## src/rtl/rf_pkg.sv

```systemverilog
// Register-file shared definitions.
// Used by the register file, decode, writeback and the issue scoreboard.
package rf_pkg;

  localparam int NUM_REGISTERS = 32;
  localparam int OP_ADDR_WIDTH = $clog2(NUM_REGISTERS);

  typedef logic [OP_ADDR_WIDTH-1:0] reg_addr_t;

  // Register 0 is hardwired to zero and never tracked for hazards.
  localparam reg_addr_t ZERO_REG = '0;

endpackage

```

## src/rtl/reg_pending_counter.sv

```systemverilog
// Pending-write counter for one architectural register.
// Ports:
//   clk, rst          clock, synchronous active-high reset
//   inc_i             a write to this register issued this cycle
//   dec_i             a write to this register retired this cycle
//   clr_i             discard all pending writes (flush)
//   count_o           current pending count
//   is_zero_o         count == 0
//   is_one_o          count == 1
//   is_max_o          count == MAX_PENDING
module reg_pending_counter #(
  parameter  int MAX_PENDING = 3,
  localparam int CNT_WIDTH   = $clog2(MAX_PENDING + 1)
) (
  input  logic                 clk,
  input  logic                 rst,
  input  logic                 inc_i,
  input  logic                 dec_i,
  input  logic                 clr_i,
  output logic [CNT_WIDTH-1:0] count_o,
  output logic                 is_zero_o,
  output logic                 is_one_o,
  output logic                 is_max_o
);

  logic [CNT_WIDTH-1:0] cnt_q, cnt_d;
  logic                 dec_ok, inc_ok;

  assign is_zero_o = (cnt_q == '0);
  assign is_one_o  = (cnt_q == CNT_WIDTH'(1));
  assign is_max_o  = (cnt_q == CNT_WIDTH'(MAX_PENDING));
  assign count_o   = cnt_q;

  // A retire at zero is an underflow and is dropped; an issue at the limit
  // is only accepted when a retire frees a slot in the same cycle.
  assign dec_ok = dec_i & ~is_zero_o;
  assign inc_ok = inc_i & (~is_max_o | dec_ok);

  always_comb begin
    cnt_d = cnt_q;
    if (clr_i) begin
      cnt_d = '0;
    end else if (inc_ok && !dec_ok) begin
      cnt_d = cnt_q + CNT_WIDTH'(1);
    end else if (dec_ok && !inc_ok) begin
      cnt_d = cnt_q - CNT_WIDTH'(1);
    end
  end

  always_ff @(posedge clk) begin
    if (rst) begin
      cnt_q <= '0;
    end else begin
      cnt_q <= cnt_d;
    end
  end

endmodule

```

## src/rtl/rf_scoreboard.sv

```systemverilog
// Read-side hazard tracker for the register file.
// Tracks per-register outstanding writes between issue and writeback and
// decides whether the instruction in decode may issue.
// Ports:
//   clk, rst                     clock, synchronous active-high reset
//   issue_valid_in               decode presents an instruction
//   issue_ready_out              instruction may issue this cycle (comb.)
//   rs1_in/rs1_used_in           source 1 address / read enable
//   rs2_in/rs2_used_in           source 2 address / read enable
//   rd_in/rd_wr_in               destination address / write enable
//   wb_valid_in/wb_rd_in         writeback retiring a write this cycle
//   flush_in                     discard all pending writes
//   stall_out                    issue_valid_in & ~issue_ready_out
//   busy_out                     any pending write outstanding
//   err_out                      sticky writeback-underflow flag
module rf_scoreboard
  import rf_pkg::*;
#(
  parameter  int NUM_REGISTERS = rf_pkg::NUM_REGISTERS,
  parameter  int MAX_PENDING   = 3,
  localparam int OP_ADDR_WIDTH = $clog2(NUM_REGISTERS),
  localparam int CNT_WIDTH     = $clog2(MAX_PENDING + 1)
) (
  input  logic                     clk,
  input  logic                     rst,
  input  logic                     issue_valid_in,
  output logic                     issue_ready_out,
  input  logic [OP_ADDR_WIDTH-1:0] rs1_in,
  input  logic                     rs1_used_in,
  input  logic [OP_ADDR_WIDTH-1:0] rs2_in,
  input  logic                     rs2_used_in,
  input  logic [OP_ADDR_WIDTH-1:0] rd_in,
  input  logic                     rd_wr_in,
  input  logic                     wb_valid_in,
  input  logic [OP_ADDR_WIDTH-1:0] wb_rd_in,
  input  logic                     flush_in,
  output logic                     stall_out,
  output logic                     busy_out,
  output logic                     err_out
);

  localparam logic [OP_ADDR_WIDTH-1:0] ZERO_ADDR = OP_ADDR_WIDTH'(ZERO_REG);

  logic [CNT_WIDTH-1:0]     cnt [NUM_REGISTERS];
  logic [NUM_REGISTERS-1:0] is_zero, is_one, is_max, nonzero;
  logic [NUM_REGISTERS-1:0] inc, dec;

  logic raw1, raw2, waw_sat, fire, underflow;
  logic err_q, err_d;

  // Register 0 never holds a pending write.
  assign cnt[0]     = '0;
  assign is_zero[0] = 1'b1;
  assign is_one[0]  = 1'b0;
  assign is_max[0]  = 1'b0;
  assign inc[0]     = 1'b0;
  assign dec[0]     = 1'b0;
  assign nonzero[0] = 1'b0;

  for (genvar r = 1; r < NUM_REGISTERS; r++) begin : g_cnt
    assign inc[r]     = fire & rd_wr_in & (rd_in == OP_ADDR_WIDTH'(r));
    assign dec[r]     = wb_valid_in & (wb_rd_in == OP_ADDR_WIDTH'(r));
    assign nonzero[r] = |cnt[r];

    reg_pending_counter #(
      .MAX_PENDING (MAX_PENDING)
    ) u_cnt (
      .clk       (clk),
      .rst       (rst),
      .inc_i     (inc[r]),
      .dec_i     (dec[r]),
      .clr_i     (flush_in),
      .count_o   (cnt[r]),
      .is_zero_o (is_zero[r]),
      .is_one_o  (is_one[r]),
      .is_max_o  (is_max[r])
    );
  end

  // A source whose last pending write retires this cycle is readable: the
  // register file writes on the falling edge, ahead of the operand read.
  assign raw1 = rs1_used_in & (rs1_in != ZERO_ADDR) & ~is_zero[rs1_in]
              & ~(wb_valid_in & (wb_rd_in == rs1_in) & is_one[rs1_in]);
  assign raw2 = rs2_used_in & (rs2_in != ZERO_ADDR) & ~is_zero[rs2_in]
              & ~(wb_valid_in & (wb_rd_in == rs2_in) & is_one[rs2_in]);

  assign waw_sat = rd_wr_in & (rd_in != ZERO_ADDR) & is_max[rd_in]
                 & ~(wb_valid_in & (wb_rd_in == rd_in));

  assign issue_ready_out = ~rst & ~flush_in & ~raw1 & ~raw2 & ~waw_sat;
  assign fire            = issue_valid_in & issue_ready_out;
  assign stall_out       = issue_valid_in & ~issue_ready_out;

  // Writebacks in a flush cycle are discarded along with the counters.
  assign underflow = wb_valid_in & ~flush_in & (wb_rd_in != ZERO_ADDR)
                   & is_zero[wb_rd_in];

  assign err_d = err_q | underflow;

  always_ff @(posedge clk) begin
    if (rst) begin
      err_q <= 1'b0;
    end else begin
      err_q <= err_d;
    end
  end

  assign err_out  = err_q;
  assign busy_out = |nonzero;

endmodule

```

## config.mk

```make
export PLATFORM = sky130hd
export DESIGN_NAME = rf_scoreboard
export DESIGN_NICKNAME = d
export VERILOG_FILES = /design/src/rtl/rf_pkg.sv /design/src/rtl/reg_pending_counter.sv /design/src/rtl/rf_scoreboard.sv
export SDC_FILE = /design/constraint.sdc
export NUM_CORES = 1
export LEC_CHECK = 0
export CORE_MARGIN = 10
export CORE_UTILIZATION = 60
export CTS_BUF_LIST = sky130_fd_sc_hd__clkbuf_2 sky130_fd_sc_hd__clkbuf_4 sky130_fd_sc_hd__clkbuf_8
export CTS_CLUSTER_SIZE = 40
export DETAILED_ROUTE_END_ITERATION = 10
export DONT_BUFFER_PORTS = 1
export HOLD_SLACK_MARGIN = 0.06
export PLACE_DENSITY = 0.75
export SLEW_MARGIN = 20
export SYNTH_ARGS = -nofsm -noshare
export SYNTH_HDL_FRONTEND = slang
export SYNTH_HIERARCHICAL = 1
export SYNTH_SLANG_ARGS = --single-unit
```

## constraint.sdc

```tcl
create_clock -name clk -period 4.77 [get_ports clk]
set_input_delay 0.954 -clock clk [delete_from_list [all_inputs] [get_ports clk]]
set_output_delay 0.954 -clock clk [all_outputs]
set_load 0.005 [all_outputs]
```

**After elaboration in Yosys (flattened, before gate mapping)**

Index checks and enable logic that the tools add are counted.

- Add/subtract/negate cells: 62
- Bitwise operators: 253
- Reduce and logical (&&, ||, !) cells: 192
- Order comparisons: 4
- Multipliers: 0
- Multiplexer cells: 74
- Shifts and indexed selects: 0
- Divide/modulo/power cells: 0
- Equal/unequal tests: 127

Operator list:

| operator | count |
|---|---|
| == test 5 bit, second input constant | 32 |
| bitwise AND 1 bit | 148 |
| two-way mux 2 bit | 62 |
| == test 5 x 4 -> 1 bit, second input constant | 16 |
| NOT 1 bit | 73 |
| adder 2 x 1 -> 2 bit, second input constant | 31 |
| == test 2 x 1 -> 1 bit, second input constant | 31 |
| == test 2 bit, second input constant | 31 |
| logical AND 1 bit | 62 |
| logical NOT 1 bit | 62 |
| logical NOT 2 bit | 31 |
| nonzero test 2 bit | 31 |
| OR reduction 62 bit | 1 |
| subtractor 2 x 1 -> 2 bit, second input constant | 31 |
| == test 5 x 3 -> 1 bit, second input constant | 8 |
| bitwise OR 1 bit | 32 |
| binary-select mux 1 bit (select 5 bit) | 6 |
| less-than comparator 5 x 6 -> 1 bit, second input constant | 4 |
| == test 5 x 2 -> 1 bit, second input constant | 4 |
| nonzero test 5 bit | 4 |
| == test 5 bit | 3 |
| == test 5 x 1 -> 1 bit, second input constant | 2 |
| two-way mux 1 bit | 6 |
| OR reduction 2 bit | 1 |

- RAM bits: 0
- Register bits after elaboration: 63
- Memory bits (read-only): 0
- Bits in latches: 0
- Memories: 0
- Bits of input ports: 28

**Logic depth before layout (Yosys ltp)**

Gate-level depths: netlist (run 1).

- Depth after elaboration: 18
- Gate-level depth with buffers: 13
- Depth with buffers taken out: 12

**Hierarchy**

Netlist (run 1), hierarchy kept.

Modules (own cells, without submodules):

| module | cells an instance | area an instance (um^2) | times used |
|---|---|---|---|
| reg_pending_counter | 16 | 152.6 | 31 |
| rf_scoreboard | 308 | 2580.0 | 1 |

**Worst setup path before layout (run 1)**

No wires, ideal clock.

- Kind: input-to-reg
- From: input rs2_in[2]
- To: register g_cnt[25].u_cnt.cnt_q[1]
- Arrival: 3.870 ns
- Stages: 12
- Path slack: 0.807 ns
- Library setup time: 0.092 ns
- Data required time: 4.678 ns
- Path through: clkbuf_1 mux4_1 mux2_2 a2111o_1 a21o_1 a221oi_4 buf_6 nor3_1 a21boi_0 ha_1 or3_1 o32ai_1

- Longest elaborated chain between the ends: 15
- Elaborated cells on any way between the ends: 25
- Classes of those cells: eq/ne (1); mux (5); bitwise (14); reduce/logical (5)

RTL lines:

| what | line | RTL |
|---|---|---|
| start: declaration | rf_scoreboard.sv:30 | `input logic [OP_ADDR_WIDTH-1:0] rs2_in,` |
| binary-select mux 1 bit (select 5 bit), or another cell as far along | rf_scoreboard.sv:84 | `assign raw2 = rs2_used_in & (rs2_in != ZERO_ADDR) & ~is_zero[rs2_in]` |
| two-way mux 1 bit (implied by the code), or another cell as far along | rf_scoreboard.sv:84 |  |
| NOT 1 bit or bitwise AND 1 bit (tied branches) | rf_scoreboard.sv:84, rf_scoreboard.sv:85 |  |
| bitwise AND 1 bit or NOT 1 bit (tied branches) | rf_scoreboard.sv:84, rf_scoreboard.sv:85 |  |
| bitwise AND 1 bit * | rf_scoreboard.sv:85 | `& ~(wb_valid_in & (wb_rd_in == rs2_in) & is_one[rs2_in]);` |
| NOT 1 bit * | rf_scoreboard.sv:90 | `assign issue_ready_out = ~rst & ~flush_in & ~raw1 & ~raw2 & ~waw_sat;` |
| bitwise AND 1 bit * (2 in series) | rf_scoreboard.sv:90 |  |
| bitwise AND 1 bit * | rf_scoreboard.sv:91 | `assign fire = issue_valid_in & issue_ready_out;` |
| bitwise AND 1 bit * (2 in series) | rf_scoreboard.sv:61 | `assign inc[r] = fire & rd_wr_in & (rd_in == OP_ADDR_WIDTH'(r));` |
| net inc[25] | rf_scoreboard.sv:46 | `logic [NUM_REGISTERS-1:0] inc, dec;` |
| bitwise AND 1 bit * | reg_pending_counter.sv:37 | `assign inc_ok = inc_i & (~is_max_o \| dec_ok);` |
| logical NOT 1 bit | reg_pending_counter.sv:45 | `end else if (dec_ok && !inc_ok) begin` |
| logical AND 1 bit | reg_pending_counter.sv:45 |  |
| nonzero test 2 bit (no source line) | -- |  |
| end signal: assignment | reg_pending_counter.sv:54 | `cnt_q <= cnt_d;` |
| end: declaration | reg_pending_counter.sv:26 | `logic [CNT_WIDTH-1:0] cnt_q, cnt_d;` |

Mark *: on every way through the listed nets, which the timed path passes. The rest lies on a longest branch. The select of a mux whose other input is x is not followed.
A chain may end at the register's enable or synchronous reset.

**Worst setup path after layout (run 1)**

- From: register g_cnt[15].u_cnt.cnt_q[0]
- To: output stall_out

- Longest elaborated chain between the ends: 12
- Elaborated cells on any way between the ends: 33
- Classes of those cells: eq/ne (2); mux (10); bitwise (20); reduce/logical (1)

RTL lines:

| what | line | RTL |
|---|---|---|
| start: declaration | reg_pending_counter.sv:26 |  |
| start signal: assignment | reg_pending_counter.sv:54 |  |
| logical NOT 2 bit * | reg_pending_counter.sv:29 | `assign is_zero_o = (cnt_q == '0);` |
| net is_zero[15] | rf_scoreboard.sv:45 | `logic [NUM_REGISTERS-1:0] is_zero, is_one, is_max, nonzero;` |
| binary-select mux 1 bit (select 5 bit) | rf_scoreboard.sv:82 | `assign raw1 = rs1_used_in & (rs1_in != ZERO_ADDR) & ~is_zero[rs1_in]` |
| two-way mux 1 bit (implied by the code) | rf_scoreboard.sv:82 |  |
| NOT 1 bit | rf_scoreboard.sv:82 |  |
| bitwise AND 1 bit | rf_scoreboard.sv:82 |  |
| bitwise AND 1 bit | rf_scoreboard.sv:83 | `& ~(wb_valid_in & (wb_rd_in == rs1_in) & is_one[rs1_in]);` |
| NOT 1 bit | rf_scoreboard.sv:90 |  |
| bitwise AND 1 bit | rf_scoreboard.sv:90 |  |
| bitwise AND 1 bit * (2 in series) | rf_scoreboard.sv:90 |  |
| NOT 1 bit * | rf_scoreboard.sv:92 | `assign stall_out = issue_valid_in & ~issue_ready_out;` |
| bitwise AND 1 bit * | rf_scoreboard.sv:92 |  |
| end: declaration | rf_scoreboard.sv:37 | `output logic stall_out,` |

Marked as above.

==> out/results.md, run 1 <==
| Metric | This run |
| --- | --- |
| Number of instances resized during post-cts repair | 0 |
| Dominant cells by area after synthesis | ha_1, dfxtp_1, mux4_2 |
| Worst Max-Slew Pin Slew | 0.876 ns |
| Final slew viol count | 0 |
| Synthesis-stage register bit count | 63 |
| Maximum number of pins on one net before global-route repair | 96 |
| Tcrit/Tclk final | 89.4% |
| Core Rows | 40 |
| Number of hold buffers added after CTS | 0 |
| Number of fill cells | 1023 |
| Largest fanout of any net on the critical path | 33 |
| Fraction of final layout cells sized beyond drive strength 1 | 9.23% |
| Overall overflow remaining after global route | 0 |
| Inserted Diodes | 0 |
| DRC Markers | 0 |
| Area taken by flip-flops and latches | 0.00126 mm² |
| Die width | 130 µm |
| Worst Path Class, Setup | flop to output pin |
| Dpl hpwl | 16.4 mm |
| Power density normalized to cell area | 141 mW/mm² |
| Part of the power in combinational logic | 8.8% |
| Via count of the first global-routing pass | 6227 |
| RSZ-0062 raised after global routing | no |
| Port Buffer Count | 0 |
| RD Place Congestion | 0.973 |
| CP Capture Type | output pin |
| Ports | 32 |
| Average cell area after synthesis | 9.09 µm² |
| Tightest Hold Check Type | flop to flop |
| Top_reg_cell synth | dfxtp_1 |
| Area of placed instances | 0.00738 mm² |
| Critical Path Source Type | flop |
| Total via count after detailed routing | 6235 |
| Hold WS | 0.505 ns |
| Leakage power | 2.81 nW |
| Full die area | 0.0170 mm² |
| First-pass GRT wire length | 34.2 mm |
| Sum of negative setup slack | 0 ns |
| Die Y | 130 µm |
| Via-to-Cell Ratio | 6.65 |
| Yosys warning total | 6 |
| Post-route core utilization | 63.2% |
| Internal power summed over all cells | 0.000778 W |
| Post-CTS Repair Setup Buffers | 0 |
| Core region area | 0.0120 mm² |
| Count of flip-flops with a built-in enable after synthesis | 0 |
| Setup-violating endpoint count in the final report | 0 |
| Total area of multi-input combinational cells | 0.00563 mm² |
| Clock slew at the register clock pins of the worst setup and hold paths | 0.08 ns |
| Cell area after technology mapping | 0.00731 mm² |
| Proportion of power drawn by the clock network | 41.6% |
| Minimum setup slack in the final design | 0.506 ns |
| Area leader, netlist | ha_1 |
| Initial Utilization | 61.1% |
| Post-Syn Nets | 956 |
| Time the final worst path needs with I/O delays and setup | 4.26 ns |
| Global Route Usage Sum | 26.3% |
| Gate Count Post-Synth | 804 |
| 1st-pass router iterations | 5 |
| Detailed router's first-iteration violation count | 560 |
| Num CTS Buffers | 9 |
| Antenna violations before repair | 0 |
| Total non-filler cell area in the finished layout | 0.00756 mm² |
| Master cell of the clock root buffer | clkbuf_8 |
| Post-detailed-routing wire length | 21.8 mm |
| Switching power total | 0.000285 W |
| NumNets Final | 938 |
| CTS tree | yes |
| Final number of hold-violating endpoints | 0 |
| Avg WL per Cell | 23.3 µm |
| Outcome | finished clean |
| VDD IR max | 0.000137 V |
| Worst Path Arrival | 3.31 ns |
| Switching power share of the total | 26.8% |
| # clock sinks | 63 |
| CTS HTree Levels | 3 |
| Worst Path Required | 3.82 ns |
| Count of different cell masters after synthesis | 56 |
| Fraction of registers with async set/reset | 0% |
| Fmax | 235 MHz |
| DP Worst Slack | 0.728 ns |
| Area fraction of the dominant cell type after synthesis | 21.2% |
| Max-cap violation count | 0 |
| Part of the power in registers | 49.6% |
| Maximum buffer depth of the clock tree | 2 |
| Layout Area Growth over Synthesis | 3.37% |
| Remaining antenna violation count | 0 |
| Clock Skew | 0.0119 ns |
| Slew Limit Headroom | 41.0% |
| Worst skew pair latency | 0.37 ns |
| Portion of the post-synthesis area used by sequential elements | 17.2% |
-- cell families (layout without fill, tap and decap cells) --
logic type | count (synthesis) | count (layout) | share of synthesized area (%)
and+or+nand+nor | 284 | 284 | 20.3
adders and majority gates | 124 | 124 | 21.2
buffers and inverters | 101 | 88 | 5.77
AOI/OAI and AO/OA | 98 | 98 | 11.2
xor gates and xnor gates | 77 | 77 | 9.22
DFF | 63 | 63 | 17.2
muxes | 57 | 57 | 15.0
-- power by group through the flow --
stage / clock (W) / combinational [W] / sequential [W]
3_3_place_gp: 0 / 0.0000907 / 0.000540
6_report: 0.000442 / 0.0000931 / 0.000527
3_5_place_dp: 0 / 0.0000915 / 0.000540
2_1_floorplan: 0 / 0.000107 / 0.000539
5_1_grt: 0.000488 / 0.0000989 / 0.000527
4_1_cts: 0.000455 / 0.0000920 / 0.000527
-- synth_stat cells (12+ instances only) --
library cell,instances
o32ai_1,31
dfxtp_1,63
nor3_1,64
nor2b_1,12
ha_1,124
nand2b_1,35
inv_1,67
clkbuf_1,20
mux4_2,39
xor2_1,70
or3_1,32
nor4_1,17
nor2_1,44
nand2_1,45
a21boi_0,32
-- cell usage in the layout, fill, tap and decap left out, types with 9 or more instances in the layout --
| cell | Yosys | final |
|---|---|---|
| xor2_1 | 70 | 70 |
| ha_1 | 124 | 124 |
| o32ai_1 | 31 | 31 |
| nor4_1 | 17 | 17 |
| nand2b_1 | 35 | 35 |
| mux2i_1 | 9 | 9 |
| mux4_2 | 39 | 39 |
| nand3_1 | 10 | 10 |
| nor2_1 | 44 | 44 |
| a21boi_0 | 32 | 32 |
| nand2_1 | 45 | 45 |
| dfxtp_1 | 63 | 63 |
| nor3_1 | 64 | 64 |
| nor2b_1 | 12 | 12 |
| or3_1 | 32 | 32 |
| clkbuf_8 | 0 | 10 |
| inv_1 | 67 | 67 |
-- routing by layer --
metal  vias to the layer above  global-route usage [%]  share of wire, %
li1                       2887                       -                 -
met1                      3035                    30.0                40
met2                       246                    44.4                49
met3                        67                    6.53               6.5
met4                         0                    14.5               5.0
met5                         -                       0                 0
-- critical path, cell delays in order, from the launching register on --
cell and delay [ns]:
dfxtp_1 0.49, inv_1 0.09, ha_1 0.26, mux4_1 0.50
mux2_2 0.29, a2111o_1 0.41, a21o_1 0.18, a221oi_4 0.29
buf_12 0.24, o31a_2 0.18
-- state kept, by name, indices dropped and copies added (netlist names) --
| register | count |
|---|---|
| g_cnt.u_cnt/count_o | 62 |
| err_out | 1 |
-- per-stage QoR --
stage               std cells  total power (W)
finish                    938          0.00106
global route              938          0.00111
CTS                       938          0.00107
detailed placement        922         0.000631
global placement          922         0.000630
floorplan                 804         0.000646
-- cell type report --
cell class	count	share of cell area (%)
sequential	63	16.7
inverter	67	3.33
timing repair buffer	5	0.662
clock buffer	10	1.82
multi-input combinational	640	74.5
clock inverter	6	0.596
tap	147	2.43
-- path summary, 6_finish.rpt --
path,start,to,slack (ns),depth (start not counted)
setup / recovery,g_cnt[15].u_cnt/count_o[0],stall_out,0.51,9
setup reg to reg,g_cnt[15].u_cnt/count_o[0],g_cnt[27].u_cnt/count_o[1],0.86,13
hold reg to reg,g_cnt[1].u_cnt/count_o[1],g_cnt[1].u_cnt/count_o[1],0.50,2
hold / removal,g_cnt[1].u_cnt/count_o[1],g_cnt[1].u_cnt/count_o[1],0.50,2
No activity file was read; power rests on OpenSTA's default activity.
==> run 2, diff against run 1 <==
==> constraint.sdc (replaced) <==
create_clock -name clk -period 4.77 [get_ports clk]
set_input_delay 0.477 -clock clk [delete_from_list [all_inputs] [get_ports clk]]
set_output_delay 0.477 -clock clk [all_outputs]
set_load 0.005 [all_outputs]
==> run 2 against run 1 <==
  * Final cell count grew 0.21%
  * Hold slack lost 0.34 ns
  * Fmax grew 8.5%
  * Largest power group unchanged
==> out/results.md, run 2 (same netlist as run 1, synthesis figures left out) <==
| Metric | This run | Delta |
| --- | --- | --- |
| Outcome | finished clean | unchanged |
| RD Place Congestion | 0.990 | was 0.973 |
| 1st-pass router iterations | 8 | was 5 |
| Minimum setup slack in the final design | 0.841 ns | was 0.506 ns |
| Worst Path Arrival | 4.21 ns | was 3.31 ns |
| Worst hold path stage count | 1 | was 2 |
| Logic depth of the worst register-to-register path | 13 | unchanged |
| Post-CTS Repair Setup Buffers | 0 | unchanged |
| NumNets Final | 940 | was 938 |
| Inserted Diodes | 0 | unchanged |
| Number of flip-flops in the largest register | 62 | unchanged |
| Die Y | 130 µm | unchanged |
| DRC Markers | 0 | unchanged |
| Overall overflow remaining after global route | 0 | unchanged |
| Master cell of the clock root buffer | clkbuf_8 | unchanged |
| Startpoint of the most critical hold path | rst | was g_cnt[1].u_cnt/count_o[1] |
| Core region area | 0.0120 mm² | unchanged |
| Register-to-register setup slack | 0.84 ns | was 0.86 ns |
| Leakage power | 2.84 nW | was 2.81 nW |
| Port Buffer Count | 0 | unchanged |
| Most common cell after layout, fill and taps aside | ha_1 | unchanged |
| Ports | 32 | unchanged |
| CTS tree | yes | unchanged |
| Time the final worst path needs with I/O delays and setup | 3.93 ns | was 4.26 ns |
| Fmax | 255 MHz | was 235 MHz |
| First-pass GRT wire length | 35.1 mm | was 34.2 mm |
| CP Capture Type | flop | was output pin |
| VDD IR max | 0.000106 V | was 0.000137 V |
| Global Route Usage Sum | 26.8% | was 26.3% |
| Dpl hpwl | 16.7 mm | was 16.4 mm |
| Total via count after detailed routing | 6355 | was 6235 |
| # clock sinks | 63 | unchanged |
| Final number of hold-violating endpoints | 0 | unchanged |
| Worst skew pair latency | 0.38 ns | was 0.37 ns |
| Setup-violating endpoint count in the final report | 0 | unchanged |
| Launching point of the worst reg2reg path | g_cnt[11].u_cnt/count_o[0] | was g_cnt[15].u_cnt/count_o[0] |
| Area taken by flip-flops and latches | 0.00126 mm² | unchanged |
| Initial Utilization | 61.1% | unchanged |
| CTS HTree Levels | 3 | unchanged |
| Number of fill cells | 1041 | was 1023 |
| Tcrit/Tclk final | 82.4% | was 89.4% |
| Number of instances resized during post-cts repair | 0 | unchanged |
| Num CTS Buffers | 9 | unchanged |
| Endpoint, Worst Hold | g_cnt[9].u_cnt/count_o[0] | was g_cnt[1].u_cnt/count_o[1] |
| Post-detailed-routing wire length | 22.1 mm | was 21.8 mm |
| Non-filler cells, final | 940 | was 938 |
| Number of hold buffers added after CTS | 0 | unchanged |
| Layout Area Growth over Synthesis | 3.61% | was 3.37% |
| Critical Path Source Type | flop | unchanged |
| Via-to-Cell Ratio | 6.76 | was 6.65 |
| Commonest cells after routing, fill and taps aside | ha_1, xor2_1, inv_1 | unchanged |
| Maximum number of pins on one net before global-route repair | 96 | unchanged |
| Slew Limit Headroom | 31.2% | was 41.0% |
| Die width | 130 µm | unchanged |
| Full die area | 0.0170 mm² | unchanged |
| Worst Path Required | 5.05 ns | was 3.82 ns |
| Proportion of power drawn by the clock network | 44.5% | was 41.6% |
| Post-route core utilization | 63.3% | was 63.2% |
| Worst Path Class, Setup | flop to flop | was flop to output pin |
| Instance count after placement with tap cells included | 924 | was 922 |
| Detailed router's first-iteration violation count | 615 | was 560 |
| Total area of multi-input combinational cells | 0.00563 mm² | unchanged |
| Antenna violations before repair | 0 | unchanged |
| Worst Max-Slew Pin Slew | 1.02 ns | was 0.876 ns |
| RSZ-0062 raised after global routing | no | unchanged |
| Switching power total | 0.000277 W | was 0.000285 W |
| Clock slew at the register clock pins of the worst setup and hold paths | 0.08 ns | about the same |
| Part of the power in registers | 47.3% | was 49.6% |
| Internal power summed over all cells | 0.000838 W | was 0.000778 W |
| Sum of negative setup slack | 0 ns | unchanged |
| Remaining antenna violation count | 0 | unchanged |
| Core Rows | 40 | unchanged |
| Clock Skew | 0.0108 ns | was 0.0119 ns |
| Tightest Hold Check Type | input port to flop | was flop to flop |
| Max-cap violation count | 0 | unchanged |
| Area of placed instances | 0.00738 mm² | about the same |
| Avg WL per Cell | 23.5 µm | was 23.3 µm |
| Maximum buffer depth of the clock tree | 2 | unchanged |
| Via count of the first global-routing pass | 6449 | was 6227 |
| Total non-filler cell area in the finished layout | 0.00758 mm² | was 0.00756 mm² |
| Final slew viol count | 0 | unchanged |
| Switching power share of the total | 24.8% | was 26.8% |
| Fraction of final layout cells sized beyond drive strength 1 | 9.46% | was 9.23% |
| DP Worst Slack | 0.878 ns | was 0.728 ns |
| Part of the power in combinational logic | 8.2% | was 8.8% |
| Power density normalized to cell area | 147 mW/mm² | was 141 mW/mm² |
| Reg2Reg Capture Point | g_cnt[31].u_cnt/count_o[1] | was g_cnt[27].u_cnt/count_o[1] |
| Largest fanout of any net on the critical path | 21 | was 33 |
## run 2: through the flow
stage                     hold WS [ns]  power [W]
after floorplan                  0.461   0.000646
after global placement           0.484   0.000627
after detailed placement         0.503   0.000629
after CTS                        0.167    0.00112
after global routing             0.157    0.00116
final                            0.168    0.00111
## run 2: layer usage
| metal | vias to the layer above | track usage [%] | share of wire (%) | wire length, µm |
|---|---|---|---|---|
| met5 | - | 0 | 0 | 0 |
| met1 | 3092 | 30.9 | 39 | 8550 |
| li1 | 2895 | - | - | - |
| met4 | 0 | 16.7 | 6.0 | 1330 |
| met2 | 278 | 43.5 | 48 | 10500 |
| met3 | 90 | 7.41 | 7.6 | 1680 |
## run 2: worst max-delay path: stages (launching register included)
cell,delay [ns]
dfxtp_1,0.43
inv_1,0.07
ha_1,0.25
mux4_1,0.53
mux2_2,0.28
a2111o_1,0.41
a21o_1,0.18
a221oi_4,0.27
buf_4,0.30
nor3_1,0.09
a21boi_0,0.16
ha_1,0.33
or3_1,0.38
o32ai_1,0.13
## run 2: worst max path at each step
| stage | slack (ns) | cells past startpoint | startpoint | to |
|---|---|---|---|---|
| 2_1_floorplan | 1.23 | 13 | g_cnt[11].u_cnt/count_o[0] | g_cnt[25].u_cnt/count_o[1] |
| 3_3_place_gp | 1.01 | 13 | g_cnt[10].u_cnt/count_o[0] | g_cnt[10].u_cnt/count_o[1] |
| 3_5_place_dp | 0.88 | 13 | g_cnt[10].u_cnt/count_o[0] | g_cnt[31].u_cnt/count_o[1] |
| 4_1_cts | 0.85 | 13 | g_cnt[10].u_cnt/count_o[0] | g_cnt[31].u_cnt/count_o[1] |
| 5_1_grt | 0.65 | 13 | g_cnt[13].u_cnt/count_o[0] | g_cnt[1].u_cnt/count_o[1] |
| 6_report | 0.84 | 13 | g_cnt[11].u_cnt/count_o[0] | g_cnt[31].u_cnt/count_o[1] |
## run 2: layout make-up
class | instances | share of cell area [%]
inverters | 67 | 3.32
multi-input cells | 640 | 74.3
repair buffers | 7 | 0.694
well taps | 147 | 2.43
clock inverters | 4 | 0.595
flip-flops and latches | 63 | 16.6
clock buffers | 12 | 2.01
## run 2: power by group through the flow
| stage | Sequential (W) | Combinational [W] | Clock (W) |
|---|---|---|---|
| floorplan | 0.000539 | 0.000107 | 0 |
| finish | 0.000527 | 0.0000912 | 0.000496 |
| global route | 0.000527 | 0.0000985 | 0.000531 |
| CTS | 0.000527 | 0.0000901 | 0.000502 |
| global placement | 0.000540 | 0.0000876 | 0 |
| detailed placement | 0.000540 | 0.0000897 | 0 |
==> run 3, diff against run 2 <==
==> constraint.sdc (replaced) <==
create_clock -name clk -period 4.1 [get_ports clk]
set_input_delay 0.41 -clock clk [delete_from_list [all_inputs] [get_ports clk]]
set_output_delay 0.41 -clock clk [all_outputs]
set_load 0.005 [all_outputs]
==> run 3 against run 2 <==
  * Combinational power increased by 21%
  * Critical path depth unchanged
  * Total power grew 12%
  * Critical path type unchanged
  * Largest power group unchanged
  * Hold slack worse by 0.061 ns
  * Via count hardly changed
  * Worst setup slack worse by 0.62 ns
  * Routed wire length is 0.96% higher
  * Clock power rose by 6.9%
  * Non-clock buffer count is 2 lower
  * Count of clock-buffer cells in the layout is 1 lower
==> out/results.md, run 3 (same netlist as run 1, synthesis figures left out) <==
| Metric | This run | Delta |
| --- | --- | --- |
| CTS tree | yes | unchanged |
| RSZ-0062 raised after global routing | no | unchanged |
| Full die area | 0.0170 mm² | unchanged |
| Setup-violating endpoint count in the final report | 0 | unchanged |
| Wire length the detailed router placed on met1 | 8.38 mm | was 8.55 mm |
| Layout Area Growth over Synthesis | 3.39% | was 3.61% |
| Post-CTS Repair Setup Buffers | 0 | unchanged |
| Core region area | 0.0120 mm² | unchanged |
| Antenna violations before repair | 0 | unchanged |
| Number of flip-flops in the largest register | 62 | unchanged |
| Hold WS | 0.107 ns | was 0.168 ns |
| Port Buffer Count | 0 | unchanged |
| Worst hold path stage count | 1 | unchanged |
| NumNets Final | 938 | was 940 |
| Launching point of the worst reg2reg path | g_cnt[15].u_cnt/count_o[1] | was g_cnt[11].u_cnt/count_o[0] |
| Num CTS Buffers | 9 | unchanged |
| Reg2Reg Capture Point | g_cnt[30].u_cnt/count_o[1] | was g_cnt[31].u_cnt/count_o[1] |
| Leakage power | 2.81 nW | was 2.84 nW |
| Non-filler cells, final | 938 | was 940 |
| Ports | 32 | unchanged |
| Post-route core utilization | 63.2% | was 63.3% |
| Detailed router's first-iteration violation count | 736 | was 615 |
| Total via count after detailed routing | 6359 | was 6355 |
| Routed met3 length | 1.89 mm | was 1.68 mm |
| Post-detailed-routing wire length | 22.3 mm | was 22.1 mm |
| Inserted Diodes | 0 | unchanged |
| CP Capture Type | flop | unchanged |
| Overall power after layout | 0.00125 W | was 0.00111 W |
| Clock Skew | 0.00546 ns | was 0.0108 ns |
| Worst skew pair latency | 0.37 ns | was 0.38 ns |
| Routed length on met2 | 10.6 mm | was 10.5 mm |
| Most common cell after layout, fill and taps aside | ha_1 | unchanged |
| Master cell of the clock root buffer | clkbuf_8 | unchanged |
| Worst Path Required | 4.38 ns | was 5.05 ns |
| Max-cap violation count | 0 | unchanged |
| Tightest Hold Check Type | input port to flop | unchanged |
| Logic depth of the worst register-to-register path | 13 | unchanged |
| Time the final worst path needs with I/O delays and setup | 3.88 ns | was 3.93 ns |
| Die width | 130 µm | unchanged |
| Endpoint, Worst Hold | g_cnt[3].u_cnt/count_o[0] | was g_cnt[9].u_cnt/count_o[0] |
| Fraction of final layout cells sized beyond drive strength 1 | 9.23% | was 9.46% |
| Slew Limit Headroom | 41.7% | was 31.2% |
| Number of fill cells | 1023 | was 1041 |
| Die Y | 130 µm | unchanged |
| 1st-pass router iterations | 6 | was 8 |
| Top routing layer in use | met4 | unchanged |
| Number of instances resized during post-cts repair | 0 | unchanged |
| # clock sinks | 63 | unchanged |
| Register-to-register setup slack | 0.22 ns | was 0.84 ns |
| RD Place Congestion | 0.947 | was 0.990 |
| Startpoint of the most critical hold path | rst | unchanged |
| Avg WL per Cell | 23.8 µm | was 23.5 µm |
| Final slew viol count | 0 | unchanged |
| Tcrit/Tclk final | 94.6% | was 82.4% |
| Instance count after placement with tap cells included | 922 | was 924 |
| First element of the critical path | g_cnt[15].u_cnt/count_o[1] | was g_cnt[11].u_cnt/count_o[0] |
| Critical Path Source Type | flop | unchanged |
| Via-to-Cell Ratio | 6.78 | was 6.76 |
| DRC Markers | 0 | unchanged |
| Global Route Usage Sum | 26.6% | was 26.8% |
| Initial Utilization | 61.1% | unchanged |
| Worst Path Arrival | 4.15 ns | was 4.21 ns |
| Sum of negative setup slack | 0 ns | unchanged |
| Remaining antenna violation count | 0 | unchanged |
| Number of hold buffers added after CTS | 0 | unchanged |
| Outcome | finished clean | unchanged |
| Fmax | 258 MHz | was 255 MHz |
| Worst Path Class, Setup | flop to flop | unchanged |
| Largest fanout of any net on the critical path | 33 | was 21 |
| Maximum buffer depth of the clock tree | 2 | unchanged |
| Clock slew at the register clock pins of the worst setup and hold paths | 0.08 ns | about the same |
| Maximum number of pins on one net before global-route repair | 96 | unchanged |
| Core Rows | 40 | unchanged |
| VDD IR max | 0.000215 V | was 0.000106 V |
| Power density normalized to cell area | 166 mW/mm² | was 147 mW/mm² |
| First-pass GRT wire length | 34.4 mm | was 35.1 mm |
| Via count of the first global-routing pass | 6316 | was 6449 |
| Commonest cells after routing, fill and taps aside | ha_1, xor2_1, inv_1 | unchanged |
| Overall overflow remaining after global route | 0 | unchanged |
| Worst Max-Slew Pin Slew | 0.867 ns | was 1.02 ns |
| CTS HTree Levels | 3 | unchanged |
| Final number of hold-violating endpoints | 0 | unchanged |
| Dpl hpwl | 16.5 mm | was 16.7 mm |
## run 3: cell types whose count changed in the layout (fill, tap and decap cells not counted), sizes merged
cell | previous run | this run
clkbuf | 12 | 11
buf | 7 | 5
bufinv | 1 | 0
clkinv | 3 | 2
clkinvlp | 0 | 3
## run 3: worst max path at each step
stage | end | slack, ns
5_1_grt | g_cnt[27].u_cnt/count_o[1] | 0.09
3_3_place_gp | g_cnt[8].u_cnt/count_o[1] | 0.38
3_5_place_dp | g_cnt[30].u_cnt/count_o[1] | 0.30
6_report | g_cnt[30].u_cnt/count_o[1] | 0.22
2_1_floorplan | g_cnt[25].u_cnt/count_o[1] | 0.56
4_1_cts | g_cnt[27].u_cnt/count_o[1] | 0.28
## run 3: cell type report
type | instances | area, µm² | area share (%)
well taps | 147 | 184 | 2.43
flip-flops and latches | 63 | 1260 | 16.7
inverters | 67 | 251 | 3.33
clock buffers | 11 | 151 | 2.00
repair buffers | 5 | 50.0 | 0.662
multi-input cells | 640 | 5630 | 74.5
clock inverters | 5 | 32.5 | 0.430
## run 3: metal layers
layer  global-route usage, %  up-vias
li1                        -     2891
met1                    30.1     3090
met2                    44.1      294
met3                    6.89       84
met4                    16.4        0
met5                       0        -
## run 3: through the flow
step,setup WS [ns],cell area [µm²]
after floorplan,0.562,7310
after global routing,0.0872,7560
after CTS,0.281,7560
after global placement,0.376,7380
final,0.222,7560
after detailed placement,0.296,7380
## run 3: power by group
part           internal (W)  switching (W)  total [W]
combinational     0.0000557      0.0000539   0.000110
clock              0.000250       0.000280   0.000530
sequential         0.000612     0.00000102   0.000613
total              0.000918       0.000335    0.00125
## run 3: critical path, cell delays in order (launching register included)
cell and delay [ns]:
dfxtp_1 0.46, inv_1 0.11, ha_1 0.23, mux4_1 0.48
mux2_2 0.28, a2111o_1 0.40, a21o_1 0.19, a221oi_4 0.29
buf_12 0.26, nor3_1 0.08, a21boi_0 0.13, ha_1 0.33
or3_1 0.39, o32ai_1 0.13
